==> src/rtl/bus_cmd_master_pkg.sv <==
// Shared types for the bus command master: bus command/response codes, FSM states
// and a helper that maps a request direction onto a bus command.
package bus_cmd_master_pkg;

    typedef enum logic [1:0] {
        CMD_IDLE = 2'd0,
        CMD_WR   = 2'd1,
        CMD_RD   = 2'd2
    } mcmd_e;

    typedef enum logic [1:0] {
        RESP_NULL = 2'd0,
        RESP_DVA  = 2'd1,
        RESP_ERR  = 2'd2
    } sresp_e;

    typedef enum logic [1:0] {
        M_IDLE,
        M_CMD,
        M_RESP
    } master_state_e;

    function automatic mcmd_e cmd_of(input logic wr);
        return wr ? CMD_WR : CMD_RD;
    endfunction

endpackage

==> src/rtl/bus_cmd_master_if.sv <==
// Single-outstanding command/response bus between an initiator and a target.
interface bus_cmd_master_if
    import bus_cmd_master_pkg::*;
#(
    parameter int ADDR_WIDTH = 32,
    parameter int DATA_WIDTH = 32
);
    mcmd_e                  MCmd;
    logic [ADDR_WIDTH-1:0]  MAddr;
    logic [DATA_WIDTH-1:0]  MData;
    logic                   MRespAccept;
    logic                   SCmdAccept;
    sresp_e                 SResp;
    logic [DATA_WIDTH-1:0]  SData;

    modport master (
        output MCmd, MAddr, MData, MRespAccept,
        input  SCmdAccept, SResp, SData
    );

    modport slave (
        input  MCmd, MAddr, MData, MRespAccept,
        output SCmdAccept, SResp, SData
    );
endinterface

==> src/rtl/bus_cmd_master_fifo.sv <==
// Synchronous FIFO holding queued bus commands; pointers carry one extra wrap bit
// so full and empty are distinguished without a separate counter.
module bus_cmd_master_fifo #(
    parameter int DEPTH = 4,
    parameter int WIDTH = 8
) (
    input  logic             clk,
    input  logic             rst_n,
    input  logic             push,
    input  logic [WIDTH-1:0] wdata,
    input  logic             pop,
    output logic [WIDTH-1:0] rdata,
    output logic             full,
    output logic             empty
);
    localparam int AW = $clog2(DEPTH);

    logic [WIDTH-1:0] mem [DEPTH];
    logic [AW:0]      wr_ptr;
    logic [AW:0]      rd_ptr;

    always_ff @(posedge clk or negedge rst_n) begin
        if (!rst_n) begin
            wr_ptr <= '0;
            rd_ptr <= '0;
        end else begin
            if (push && !full) wr_ptr <= wr_ptr + (AW+1)'(1);
            if (pop && !empty) rd_ptr <= rd_ptr + (AW+1)'(1);
        end
    end

    always_ff @(posedge clk) begin
        if (push && !full) mem[wr_ptr[AW-1:0]] <= wdata;
    end

    assign rdata = mem[rd_ptr[AW-1:0]];
    assign empty = (wr_ptr == rd_ptr);
    assign full  = (wr_ptr[AW] != rd_ptr[AW]) && (wr_ptr[AW-1:0] == rd_ptr[AW-1:0]);
endmodule

==> src/rtl/bus_cmd_master.sv <==
// Bus initiator: queues requests, issues one bus transaction at a time, returns responses.
// Optional response timeout is built when BUS_CMD_MASTER_TIMEOUT_EN is defined.
module bus_cmd_master
    import bus_cmd_master_pkg::*;
#(
    parameter int ADDR_WIDTH     = 32,
    parameter int DATA_WIDTH     = 32,
    parameter int CMD_DEPTH      = 4,
    parameter int TIMEOUT_CYCLES = 255
) (
    input  logic                  Clk,
    input  logic                  MReset_n,
    input  logic                  req_valid,
    output logic                  req_ready,
    input  logic                  req_wr,
    input  logic [ADDR_WIDTH-1:0] req_addr,
    input  logic [DATA_WIDTH-1:0] req_data,
    output logic                  rsp_valid,
    input  logic                  rsp_ready,
    output logic [DATA_WIDTH-1:0] rsp_data,
    output logic                  rsp_err,
    bus_cmd_master_if.master      bus
);
    typedef struct packed {
        logic                  wr;
        logic [ADDR_WIDTH-1:0] addr;
        logic [DATA_WIDTH-1:0] data;
    } cmd_entry_t;

    cmd_entry_t    push_entry;
    cmd_entry_t    head;
    logic          fifo_full;
    logic          fifo_empty;
    logic          push;
    logic          pop;
    master_state_e state;
    master_state_e state_next;
    logic          cur_wr;
    logic          resp_seen;
    logic          timeout;
    logic          drain;
    logic          resp_done;

    assign req_ready  = MReset_n && !fifo_full;
    assign push       = req_valid && req_ready;
    assign push_entry = '{wr: req_wr, addr: req_addr, data: req_data};

    bus_cmd_master_fifo #(
        .DEPTH (CMD_DEPTH),
        .WIDTH ($bits(cmd_entry_t))
    ) u_fifo (
        .clk   (Clk),
        .rst_n (MReset_n),
        .push  (push),
        .wdata (push_entry),
        .pop   (pop),
        .rdata (head),
        .full  (fifo_full),
        .empty (fifo_empty)
    );

    assign resp_seen = (bus.SResp != RESP_NULL);

`ifdef BUS_CMD_MASTER_TIMEOUT_EN
    localparam int TO_BITS = $clog2(TIMEOUT_CYCLES + 1);
    localparam int TO_W    = (TO_BITS < 8) ? 8 : ((TO_BITS > 16) ? 16 : TO_BITS);

    logic [TO_W-1:0] to_cnt;

    // Counter sits at zero outside RESP, so it is cleared on every RESP entry.
    always_ff @(posedge Clk or negedge MReset_n) begin
        if (!MReset_n) begin
            to_cnt <= '0;
            drain  <= 1'b0;
        end else begin
            if (state != M_RESP) to_cnt <= '0;
            else                 to_cnt <= to_cnt + TO_W'(1);
            if (timeout)        drain <= 1'b1;
            else if (resp_seen) drain <= 1'b0;
        end
    end

    assign timeout = (state == M_RESP) && !resp_seen &&
                     (to_cnt == TO_W'(TIMEOUT_CYCLES - 1));
`else
    // Kept so the parameter list is identical in both builds.
    localparam int timeout_cycles_unused = TIMEOUT_CYCLES;

    assign timeout = 1'b0;
    assign drain   = 1'b0;
`endif

    assign resp_done = (state == M_RESP) && (resp_seen || timeout);

    always_ff @(posedge Clk or negedge MReset_n) begin
        if (!MReset_n) state <= M_IDLE;
        else           state <= state_next;
    end

    always_comb begin
        state_next = state;
        unique case (state)
            M_IDLE:  if (!fifo_empty && !rsp_valid) state_next = M_CMD;
            M_CMD:   if (bus.SCmdAccept)            state_next = M_RESP;
            M_RESP:  if (resp_done)                 state_next = M_IDLE;
            default:                                state_next = M_IDLE;
        endcase
    end

    // A late response after a timeout is still acknowledged (drain) so the target can retire it.
    always_comb begin
        pop             = 1'b0;
        bus.MRespAccept = drain;
        case (state)
            M_IDLE:  pop             = !fifo_empty && !rsp_valid;
            M_RESP:  bus.MRespAccept = !rsp_valid || drain;
            default: ;
        endcase
    end

    always_ff @(posedge Clk or negedge MReset_n) begin
        if (!MReset_n) begin
            bus.MCmd  <= CMD_IDLE;
            bus.MAddr <= '0;
            bus.MData <= '0;
            cur_wr    <= 1'b0;
            rsp_valid <= 1'b0;
            rsp_data  <= '0;
            rsp_err   <= 1'b0;
        end else begin
            if (pop) begin
                bus.MCmd  <= cmd_of(head.wr);
                bus.MAddr <= head.addr;
                bus.MData <= head.data;
                cur_wr    <= head.wr;
            end else if ((state == M_CMD) && bus.SCmdAccept) begin
                bus.MCmd  <= CMD_IDLE;
            end

            if (resp_done) begin
                rsp_valid <= 1'b1;
                rsp_err   <= timeout || (bus.SResp != RESP_DVA);
                rsp_data  <= (cur_wr || timeout) ? '0 : bus.SData;
            end else if (rsp_valid && rsp_ready) begin
                rsp_valid <= 1'b0;
            end
        end
    end
endmodule
==> src/flat_wrapper.sv <==
// flat-port wrapper written by rule: the top's interface ports become plain ports
module bus_cmd_master_flat import bus_cmd_master_pkg::*;
#(
    parameter int ADDR_WIDTH     = 32,
    parameter int DATA_WIDTH     = 32,
    parameter int CMD_DEPTH      = 4,
    parameter int TIMEOUT_CYCLES = 255
)
  (Clk, MReset_n, req_valid, req_ready, req_wr, req_addr, req_data, rsp_valid, rsp_ready, rsp_data, rsp_err, bus_MCmd, bus_MAddr, bus_MData, bus_MRespAccept, bus_SCmdAccept, bus_SResp, bus_SData);
  bus_cmd_master_if #(.ADDR_WIDTH(ADDR_WIDTH), .DATA_WIDTH(DATA_WIDTH)) bus_i ();
  input  logic Clk;
  input  logic MReset_n;
  input  logic req_valid;
  output logic req_ready;
  input  logic req_wr;
  input  logic [ADDR_WIDTH-1:0] req_addr;
  input  logic [DATA_WIDTH-1:0] req_data;
  output logic rsp_valid;
  input  logic rsp_ready;
  output logic [DATA_WIDTH-1:0] rsp_data;
  output logic rsp_err;
  output wire logic [$bits(bus_i.MCmd)-1:0] bus_MCmd;
  output wire logic [$bits(bus_i.MAddr)-1:0] bus_MAddr;
  output wire logic [$bits(bus_i.MData)-1:0] bus_MData;
  output wire logic [$bits(bus_i.MRespAccept)-1:0] bus_MRespAccept;
  input wire logic [$bits(bus_i.SCmdAccept)-1:0] bus_SCmdAccept;
  input wire logic [$bits(bus_i.SResp)-1:0] bus_SResp;
  input wire logic [$bits(bus_i.SData)-1:0] bus_SData;
  assign bus_MCmd = bus_i.MCmd;
  assign bus_MAddr = bus_i.MAddr;
  assign bus_MData = bus_i.MData;
  assign bus_MRespAccept = bus_i.MRespAccept;
  assign bus_i.SCmdAccept = bus_SCmdAccept;
  assign bus_i.SResp = bus_SResp;
  assign bus_i.SData = bus_SData;
  bus_cmd_master #(.ADDR_WIDTH(ADDR_WIDTH), .DATA_WIDTH(DATA_WIDTH), .CMD_DEPTH(CMD_DEPTH), .TIMEOUT_CYCLES(TIMEOUT_CYCLES)) u_core (.Clk(Clk), .MReset_n(MReset_n), .req_valid(req_valid), .req_ready(req_ready), .req_wr(req_wr), .req_addr(req_addr), .req_data(req_data), .rsp_valid(rsp_valid), .rsp_ready(rsp_ready), .rsp_data(rsp_data), .rsp_err(rsp_err), .bus(bus_i));
endmodule
==> config.mk <==
export PLATFORM = sky130hd
export DESIGN_NAME = bus_cmd_master_flat
export DESIGN_NICKNAME = d
export VERILOG_FILES = /design/src/rtl/bus_cmd_master_pkg.sv /design/src/rtl/bus_cmd_master_if.sv /design/src/rtl/bus_cmd_master_fifo.sv /design/src/rtl/bus_cmd_master.sv /design/src/flat_wrapper.sv
export SDC_FILE = /design/constraint.sdc
export NUM_CORES = 1
export LEC_CHECK = 0
export CAP_MARGIN = 10
export CORE_MARGIN = 3
export CORE_UTILIZATION = 61
export CTS_BUF_LIST = sky130_fd_sc_hd__clkbuf_4 sky130_fd_sc_hd__clkbuf_8 sky130_fd_sc_hd__clkbuf_16
export DETAILED_ROUTE_END_ITERATION = 8
export DONT_BUFFER_PORTS = 1
export GPL_ROUTABILITY_DRIVEN = 0
export MAX_ROUTING_LAYER = met4
export PLACE_DENSITY = 0.88
export SLEW_MARGIN = 20
export SYNTH_ARGS = -nofsm -noshare
export SYNTH_HDL_FRONTEND = slang
export SYNTH_HIERARCHICAL = 1
export SYNTH_SLANG_ARGS = --single-unit
==> constraint.sdc <==
create_clock -name Clk -period 5.4 [get_ports Clk]
set_input_delay 1.62 -clock Clk [delete_from_list [all_inputs] [get_ports Clk]]
set_output_delay 1.62 -clock Clk [all_outputs]
set_load 0.1 [all_outputs]
==> impl_metrics.env <==
export IMPL_status="finished clean"
export IMPL_cp_start_kind="register"
export IMPL_synthSimpleGateAreaFrac=0.0106
export IMPL_postCtsHoldBufs=0
export IMPL_finalNetCount=813
export IMPL_die_width_um=159
export IMPL_crit_family="simple AND/OR/NAND/NOR gates"
export IMPL_yosysWarnings=6
export IMPL_area_growth_pct=11.0
export IMPL_criticalPathCategory="reg -> out"
export IMPL_syn_nets=807
export IMPL_synth_top_cell_area_share=0.549
export IMPL_finalHoldViolations=0
export IMPL_drc=0
export IMPL_crit_chain="nand2b_2, nor2_2"
export IMPL_drv_slew=0
export IMPL_ant_nets=0
export IMPL_syn_inst=698
export IMPL_synth_xor_area_share=0.00607
export IMPL_cts_root_buf="clkbuf_16"
export IMPL_insertion_delay_ps=510
export IMPL_synth_top_area_cell="edfxtp_1"
export IMPL_synthFlopType="edfxtp_1"
export IMPL_synth_seq_area_share=0.741
export IMPL_synth_common_cells="edfxtp_1 (260), dfrtp_1 (109), mux4_2 (65)"
export IMPL_die_area_um2=25200
export IMPL_slowest_stage="nor2_2"
export IMPL_netlist_top_cells_area="edfxtp_1 (55%), dfrtp_1 (19%), mux4_2 (10%), mux2_4 (6.2%), o41ai_1 (2.0%)"
export IMPL_cp_end_kind="output pin"
export IMPL_dpl_hpwl_um=15300
export IMPL_synth_top_family_by_area="multiplexers"
export IMPL_cts_buffer_depth=3
export IMPL_drive_gt1_frac=0.283
export IMPL_synth_edf_count=260
export IMPL_grt_max_degree=111
export IMPL_period_needed_ps=4340
export IMPL_grt_pass1_vias=6887
export IMPL_yosys_area_share_adder=0.00440
export IMPL_overflow=0
export IMPL_cts_tree="done"
export IMPL_cp_buffers_inverters=0
export IMPL_skew_ps=21.8
export IMPL_critPathMaxStageDelay_ps=1070
export IMPL_ys_ff_latch=369
export IMPL_postCtsResizedCells=0
export IMPL_vias=6463
export IMPL_hp_class="reg -> reg"
export IMPL_fill_cells=1342
export IMPL_syn_area_um2=14200
export IMPL_rsz0062_at_grt="false"
export IMPL_core_area_um2=22800
export IMPL_cts_setup_buffers=0
export IMPL_fin_tns_setup_ps=0
export IMPL_row_count=55
export IMPL_clk_pin_slew_ps=50
export IMPL_dr_pass1_iters=5
export IMPL_ctsHtreeMaxLevel=2
export IMPL_via_per_inst=6.16
export IMPL_muxShareOfSynthArea=0.170
export IMPL_portBuffers=0
export IMPL_crit_required_ps=3780
export IMPL_tightest_slew_ps=1090
export IMPL_io_pins=206
export IMPL_track_usage=0.213
export IMPL_antenna_found_initial=1
export IMPL_syn_area_per_cell_um2=20.4
export IMPL_clock_sinks=369
export IMPL_cts_made_buffers=38
export IMPL_die_y_um=159
export IMPL_cp_max_fo=66
export IMPL_start_util=0.624
export IMPL_relSlewSlack=0.276
export IMPL_arrival_ps=2720
export IMPL_yosysUniqueCellTypes=38
export IMPL_drv_cap=0
export IMPL_totalWireLength_um=26300
export IMPL_fin_crit_sh=0.803
export IMPL_clock_fmax_mhz=231
export IMPL_async_reset_ff_frac=0.295
export IMPL_synth_compound_area_frac=0.0402
export IMPL_grt_pass1_wl_um=39300
export IMPL_setup_viol=0
export IMPL_routedWlPerCell_um=25.1
export IMPL_synth_most_common_cell="edfxtp_1"
export IMPL_final_util=0.693
export IMPL_drt_iter0_markers=523
-- metrics by stage --
stage	setup slack (ps)	instances	instance area, µm²	hold WS [ps]
after floorplan	17.3	698	14200	515
after global placement	1680	976	14500	535
after detailed placement	1620	976	14500	559
after CTS	1080	1046	15800	605
after global routing	917	1048	15800	629
final	1060	1049	15800	607
-- state kept, by name, summed over array words and instances (netlist names) --
signal,cells
u_core/bus.MCmd,2
u_core/cur_wr,1
u_core/rsp_data,32
u_core/bus.MAddr,32
u_core/state,2
u_core/u_fifo/wr_ptr,3
u_core/bus.MData,32
u_core/u_fifo/mem,260
u_core/rsp_valid,1
u_core/u_fifo/rd_ptr,3
u_core/rsp_err,1
-- layer usage --
| metal | global-route usage | part of all wire | vias up | routed length (µm) |
|---|---|---|---|---|
| li1 | - | - | 2779 | - |
| met1 | 0.262 | 0.38 | 3319 | 9940 |
| met3 | 0.0677 | 0.092 | 68 | 2420 |
| met2 | 0.343 | 0.51 | 297 | 13300 |
| met4 | 0.0668 | 0.025 | 0 | 648 |
| met5 | - | 0 | - | 0 |
-- worst paths after layout --
check	from	slack, ps	cells after the start	to
setup / recovery	u_core/state[0]	1060	2	bus_MRespAccept
hold / removal	u_core/state[0]	610	1	u_core/state[0]
setup reg to reg	u_core/u_fifo/rd_ptr[0]	1810	8	u_core/u_fifo/mem[3][9]
hold reg to reg	u_core/state[0]	610	1	u_core/state[0]
max in group asynchronous	MReset_n	4470	0	u_core/bus.MAddr[13]
min in group asynchronous	MReset_n	810	0	u_core/u_fifo/wr_ptr[2]
-- logic make-up after synthesis --
kind of cell / after synthesis
XOR/XNOR: 9
AND/OR/NAND/NOR: 24
AO/OA/AOI/OAI: 82
buffers and inverters: 79
adder cells (fa/ha/maj): 5
flip-flops: 369
multiplexers: 130
-- final cells by class --
cell class / instances / area, µm² / area share
Multi-Input combinational cell: 250 / 3320 / 0.211
Tap cell: 313 / 392 / 0.0248
Clock buffer: 43 / 988 / 0.0626
Clock inverter: 27 / 299 / 0.0189
Antenna cell: 2 / 5.00 / 0.000317
Inverter: 38 / 143 / 0.00903
Sequential cell: 369 / 10500 / 0.668
Timing Repair Buffer: 7 / 97.6 / 0.00618
-- worst reg2reg max path, stage by stage (launching register included) --
cell,delay (ps)
dfrtp_4,880
xnor2_1,410
nand3_1,270
inv_1,80
nor2b_2,130
and2_1,280
nand2_1,150
a31oi_4,660
buf_4,390
-- cell usage in the layout (no fill, tap or decap), types with 7 or more instances in the layout --
| cell type | n |
|---|---|
| clkbuf_16 | 38 |
| clkinv_1 | 7 |
| clkinv_2 | 10 |
| dfrtp_1 | 107 |
| edfxtp_1 | 260 |
| inv_1 | 38 |
| mux2_4 | 59 |
| mux4_2 | 65 |
| o21ai_0 | 32 |
| o41ai_1 | 32 |
Power is not shown: default switching activity piles up to over one toggle a cycle in this logic, so the estimate is an artifact.
==> RTL edit 1, RTL diff (same flow settings) <==
`DATA_WIDTH` is set to 32 in 3 places; all go to 28.
--- a/src/rtl/bus_cmd_master_if.sv
+++ b/src/rtl/bus_cmd_master_if.sv
@@ -3,7 +3,7 @@
     import bus_cmd_master_pkg::*;
 #(
     parameter int ADDR_WIDTH = 32,
-    parameter int DATA_WIDTH = 32
+    parameter int DATA_WIDTH = 28
 );
     mcmd_e                  MCmd;
     logic [ADDR_WIDTH-1:0]  MAddr;
--- a/src/rtl/bus_cmd_master.sv
+++ b/src/rtl/bus_cmd_master.sv
@@ -4,7 +4,7 @@
     import bus_cmd_master_pkg::*;
 #(
     parameter int ADDR_WIDTH     = 32,
-    parameter int DATA_WIDTH     = 32,
+    parameter int DATA_WIDTH     = 28,
     parameter int CMD_DEPTH      = 4,
     parameter int TIMEOUT_CYCLES = 255
 ) (
--- a/src/flat_wrapper.sv
+++ b/src/flat_wrapper.sv
@@ -2,7 +2,7 @@
 module bus_cmd_master_flat import bus_cmd_master_pkg::*;
 #(
     parameter int ADDR_WIDTH     = 32,
-    parameter int DATA_WIDTH     = 32,
+    parameter int DATA_WIDTH     = 28,
     parameter int CMD_DEPTH      = 4,
     parameter int TIMEOUT_CYCLES = 255
 )
Ports: changed (resized bus_MData, bus_SData, req_data and rsp_data); port bits go from 206 to 190. The function was not compared with the original's and may differ.
==> RTL edit 1 against the original RTL <==
  * Worst hold slack improved by 0.0030 ns
  * Register-to-register slack got worse by 0.07 ns
  * Sequential cell count decreased by 24
  * Cell count decreased by 8.7%
  * Clock skew increased by 0.0044 ns
  * Synthesized area decreased by 7.7%
  * Worst setup slack improved by 0.41 ns
  * Final area decreased by 8.3%
  * Critical path type unchanged
  * Utilization decreased by 0.67 points
  * Critical endpoint is now req_ready
  * Routed wire length decreased by 7.3%
Power is not shown: default switching activity piles up to over one toggle a cycle in this logic, so the estimate is an artifact.
==> RTL edit 1: results (changes against the original RTL) <==
- Outcome: complete, no violations
- Met3 Wirelength: 2200 um (-9.2%)
- Pre-Repair DR Iteration Count: 5 (unchanged)
- DR top layer: met4
- Drt first-iter violations: 496 (-5.2%)
- Layout cell share with drive strength beyond 1: 0.255 (-0.0286)
- CTS H-tree lvls: 2 (unchanged)
- Unique cell type count in the Yosys netlist: 40 (+5.3%)
- Slew HR: 0.305 (+0.0290)
- CTS root buf: clkbuf_16
- Hpwl dp: 14600 um (-4.4%)
- Worst Path Max Fanout: 33 (-50%)
- Antenna cells: 0 (-2)
- Post-synth top cells: 244 x edfxtp_1, 101 x dfrtp_1, 61 x mux4_2
- CP max stage cell: dfrtp_4
- Worst-path clk slew: 0.06 ns
- Total track usage: 0.220 (+0.00665)
- Clock Tree Buf Depth: 3 (unchanged)
- Initial antenna violation count: 0 (-1)
- Latest clock arrival within the worst-skew pair: 0.50 ns
- MaxCap Viol Count: 0 (unchanged)
- FFs w/ async S/R, synth: 0.293 (-0.00264)
- Postcts setup bufs: 0 (unchanged)
- Post-layout nets: 759 (-6.6%)
- Vias in the first global route: 6510 (-5.5%)
- Met2 WL: 12300 um (-7.5%)
- Reg2reg setup slack: 1.74 ns (-0.07 ns)
- Syn_nets: 750 (-7.1%)
- WL met1: 9430 um (-5.2%)
- Achievable frequency: 255 MHz (+10%)
- Hold Violations, Final: 0 (unchanged)
- Smallest hold slack: 0.610 ns (+0.00298 ns)
- PortBufs: 0 (unchanged)
- Syn. warnings: 6 (unchanged)
- Post-synth EDFFs: 244 (-6.2%)
- Cts bufs inserted: 34 (-11%)
- First-pass GRT wire length: 38500 um (-2.1%)
- HP Class: flip-flop to flip-flop
- Critical path data arrival time: 2.31 ns (-0.41 ns)
- Vias: 5999 (-7.2%)
- Largest net degree at the start of global routing: 103 (-7.2%)
- Number of flip-flops in the largest register: 244 (-6.2%)
- Final WL: 24400 um (-7.3%)
- Crit-path max cell delay: 0.87 ns (-0.20 ns)
- Area contributors post-synth: edfxtp_1 56%, dfrtp_1 19%, mux4_2 10%
- Setup Skew: 0.0261 ns (+0.00436 ns)
- Post-Place Setup Slack: 1.53 ns (-0.0858 ns)
- Seq/Total Area, Yosys: 0.751 (+0.0101)
- CTS resizes: 0 (unchanged)
[RTL edit 1: cell count changes after synthesis, sizes merged]
cell    unedited run  this run
edfxtp           260       244
dfrtp            109       101
clkbuf            16        11
inv               38        34
mux2              65        61
mux4              65        61
o21ai             32        28
o41ai             32        28
and2b              1         0
nor2b              2         3
[RTL edit 1: final cells by class]
type	count	area [sq um]
tap	275	344
timing repair buffer	9	80.1
clock inverter	9	76.3
fill	1278	6610
sequential	345	9860
inverter	34	128
multi-input combinational	234	2940
clock buffer	52	1050
[RTL edit 1: routing by layer]
layer	up-vias	global-route usage
met5	-	-
met2	254	0.347
li1	2580	-
met4	0	0.0598
met3	40	0.0738
met1	3125	0.279
[RTL edit 1: final timing paths]
| check | startpoint | endpoint | cells after the start |
|---|---|---|---|
| max | u_core/u_fifo/rd_ptr[0] | req_ready | 5 |
| min | u_core/u_fifo/wr_ptr[2] | u_core/u_fifo/wr_ptr[2] | 1 |
| max reg2reg | u_core/u_fifo/rd_ptr[0] | u_core/u_fifo/mem[3][25] | 9 |
| min reg2reg | u_core/u_fifo/wr_ptr[2] | u_core/u_fifo/wr_ptr[2] | 1 |
| max in group asynchronous | MReset_n | u_core/u_fifo/rd_ptr[1] | 0 |
| min in group asynchronous | MReset_n | u_core/bus.MAddr[10] | 0 |
[RTL edit 1: logic make-up after synthesis]
group,after synthesis,synth area share
multiplexers,122,0.157
flip-flops,345,0.751
XOR/XNOR,9,0.00772
buffers and inverters,70,0.0277
AND/OR/NAND/NOR,24,0.0106
adder cells (fa/ha/maj),5,0.00477
AO/OA/AOI/OAI,74,0.0413
[RTL edit 1: through the flow]
step,std cells,area [sq um],util
finish,958,14500,0.687
global route,958,14500,0.687
CTS,958,14500,0.687
detailed placement,897,13400,0.633
global placement,897,13400,0.633
floorplan,649,13100,-
[RTL edit 1: critical path: cells and delay by family (launching register included)]
family	cells	cell delay (ns)
DFF	1	0.87
buffers and inverters	2	0.37
and+or+nand+nor	2	0.29
xor gates and xnor gates	1	0.27
==> RTL edit 2, RTL diff (config.mk and constraints unchanged) <==
Without the edit above. Put one more register stage on the output `rsp_err`. The value now appears one clock later. The other outputs are not delayed to match.
--- a/src/rtl/bus_cmd_master.sv
+++ b/src/rtl/bus_cmd_master.sv
@@ -26,6 +26,8 @@
         logic [ADDR_WIDTH-1:0] addr;
         logic [DATA_WIDTH-1:0] data;
     } cmd_entry_t;
+
+    logic rsp_err_s0;
 
     cmd_entry_t    push_entry;
     cmd_entry_t    head;
@@ -126,7 +128,7 @@
             cur_wr    <= 1'b0;
             rsp_valid <= 1'b0;
             rsp_data  <= '0;
-            rsp_err   <= 1'b0;
+            rsp_err_s0 <= 1'b0;
         end else begin
             if (pop) begin
                 bus.MCmd  <= cmd_of(head.wr);
@@ -139,11 +141,15 @@
 
             if (resp_done) begin
                 rsp_valid <= 1'b1;
-                rsp_err   <= timeout || (bus.SResp != RESP_DVA);
+                rsp_err_s0 <= timeout || (bus.SResp != RESP_DVA);
                 rsp_data  <= (cur_wr || timeout) ? '0 : bus.SData;
             end else if (rsp_valid && rsp_ready) begin
                 rsp_valid <= 1'b0;
             end
         end
     end
+    always_ff @(posedge Clk) begin
+        rsp_err <= rsp_err_s0;
+    end
+
 endmodule
Function: changed (Yosys sat finds a counterexample within 10 cycles, from zero or initial values and one cycle with MReset_n low).
==> RTL edit 2 against the original RTL <==
  * Die area up 0.13%
  * Synthesized area grew 0.14%
  * Sequential cell count increased by 1
  * Final area is 0.31% lower
  * Sequential share of layout area up 0.33 points
  * Worst setup slack got worse by 0.0044 ns
  * Routed wire length is 3.3% lower
Power is left out: the tool's default activity adds up to more than one toggle a clock period on the data nets, which glitch-free logic cannot reach.
==> RTL edit 2: results (changes against the original RTL) <==
- Setup Skew: 0.0197 ns (-0.00210 ns)
- Layout cell share with drive strength beyond 1: 0.281 (-0.00272)
- Dpl cells: 977 (+0.10%)
- Reg2reg setup slack: 1.94 ns (+0.13 ns)
- Final setup margin: 1.06 ns (-0.00436 ns)
- Area contributors post-synth: edfxtp_1 55%, dfrtp_1 19%, mux4_2 10%
- Post-synthesis compound-gate area fraction: 0.0401 (-0.0000565)
- Smallest hold slack: 0.373 ns (-0.234 ns)
- Final WL: 25400 um (-3.3%)
- Hold path start: u_core/rsp_err_s0
- First-pass GRT wire length: 40200 um (+2.5%)
- FFs w/ async S/R, synth: 0.295 (-0.000798)
- Post-Place Setup Slack: 1.59 ns (-0.0249 ns)
- Seq/Total Area, Yosys: 0.741 (about the same)
- Met3 Wirelength: 2400 um (-1.1%)
- Syn_nets: 808 (+0.12%)
- Vias in the first global route: 6937 (+0.73%)
- PortBufs: 0 (unchanged)
- R2R depth: 7 (-1)
- Adder-cell share of the synthesized area: 0.00439 (-0.00000618)
- Reg-to-Reg Start: u_core/u_fifo/rd_ptr[0]
- GR Layer Usage met2: 0.330 (-0.0122)
- Post-synthesis mux area share: 0.170 (-0.000239)
- Drt first-iter violations: 409 (-22%)
- Hpwl dp: 15100 um (-1.3%)
- Latest clock arrival within the worst-skew pair: around 0.50 ns
- Critical path data arrival time: 2.72 ns (about the same)
- GR Util met3: 0.0754 (+0.00772)
- Met1 Usage GRT: 0.259 (-0.00286)
- Met2 WL: 12600 um (-5.1%)
- CTS root buf: clkbuf_16
- FILL cells: 1332 (-0.75%)
- Worst hold path cell count: 0 (-1)
- Count leader, synth: edfxtp_1
- Unique cell type count in the Yosys netlist: 39 (+2.6%)
- Drt wl/cell: 24.3 um (-3.2%)
- Worst-path clk slew: 0.06 ns
- Area post-placement: 0.0145 sq mm (about the same)
- Worst Setup EP: bus_MRespAccept
- Syn. warnings: 6 (unchanged)
- WL met1: 9710 um (-2.3%)
- Hold endpoint: u_core/rsp_err
- Vias: 6446 (-0.26%)
- Slew HR: 0.289 (+0.0130)
- Outcome: complete, no violations
- Total track usage: 0.209 (-0.00351)
- Worst R2R End: u_core/u_fifo/mem[0][2]
- Syn Inst Count: 699 (+0.14%)
- Synth Area in XOR/XNOR: 0.00606 (-0.00000853)
## RTL edit 2: cell count changes after synthesis
| cell | delta |
|---|---|
| dfxtp_1 | +1 |
## RTL edit 2: area by class of cell
| type | count | area, sq um | share of cell area |
|---|---|---|---|
| Antenna cell | 1 | 2.50 | 0.000159 |
| Clock buffer | 43 | 1010 | 0.0643 |
| Clock inverter | 26 | 221 | 0.0141 |
| Inverter | 38 | 143 | 0.00906 |
| Multi-Input combinational cell | 250 | 3320 | 0.211 |
| Sequential cell | 370 | 10600 | 0.671 |
| Tap cell | 313 | 392 | 0.0249 |
| Timing Repair Buffer | 7 | 85.1 | 0.00540 |
## RTL edit 2: logic make-up after synthesis
logic type               Yosys count
adder cells (fa/ha/maj)            5
XOR/XNOR                           9
AND/OR/NAND/NOR                   24
multiplexers                     130
AO/OA/AOI/OAI                     82
flip-flops                       370
buffers and inverters             79
## RTL edit 2: critical path, stage by stage (launching register included)
cell and delay (ns):
dfrtp_1 0.45, nand2b_2 0.71, nor2_2 1.06
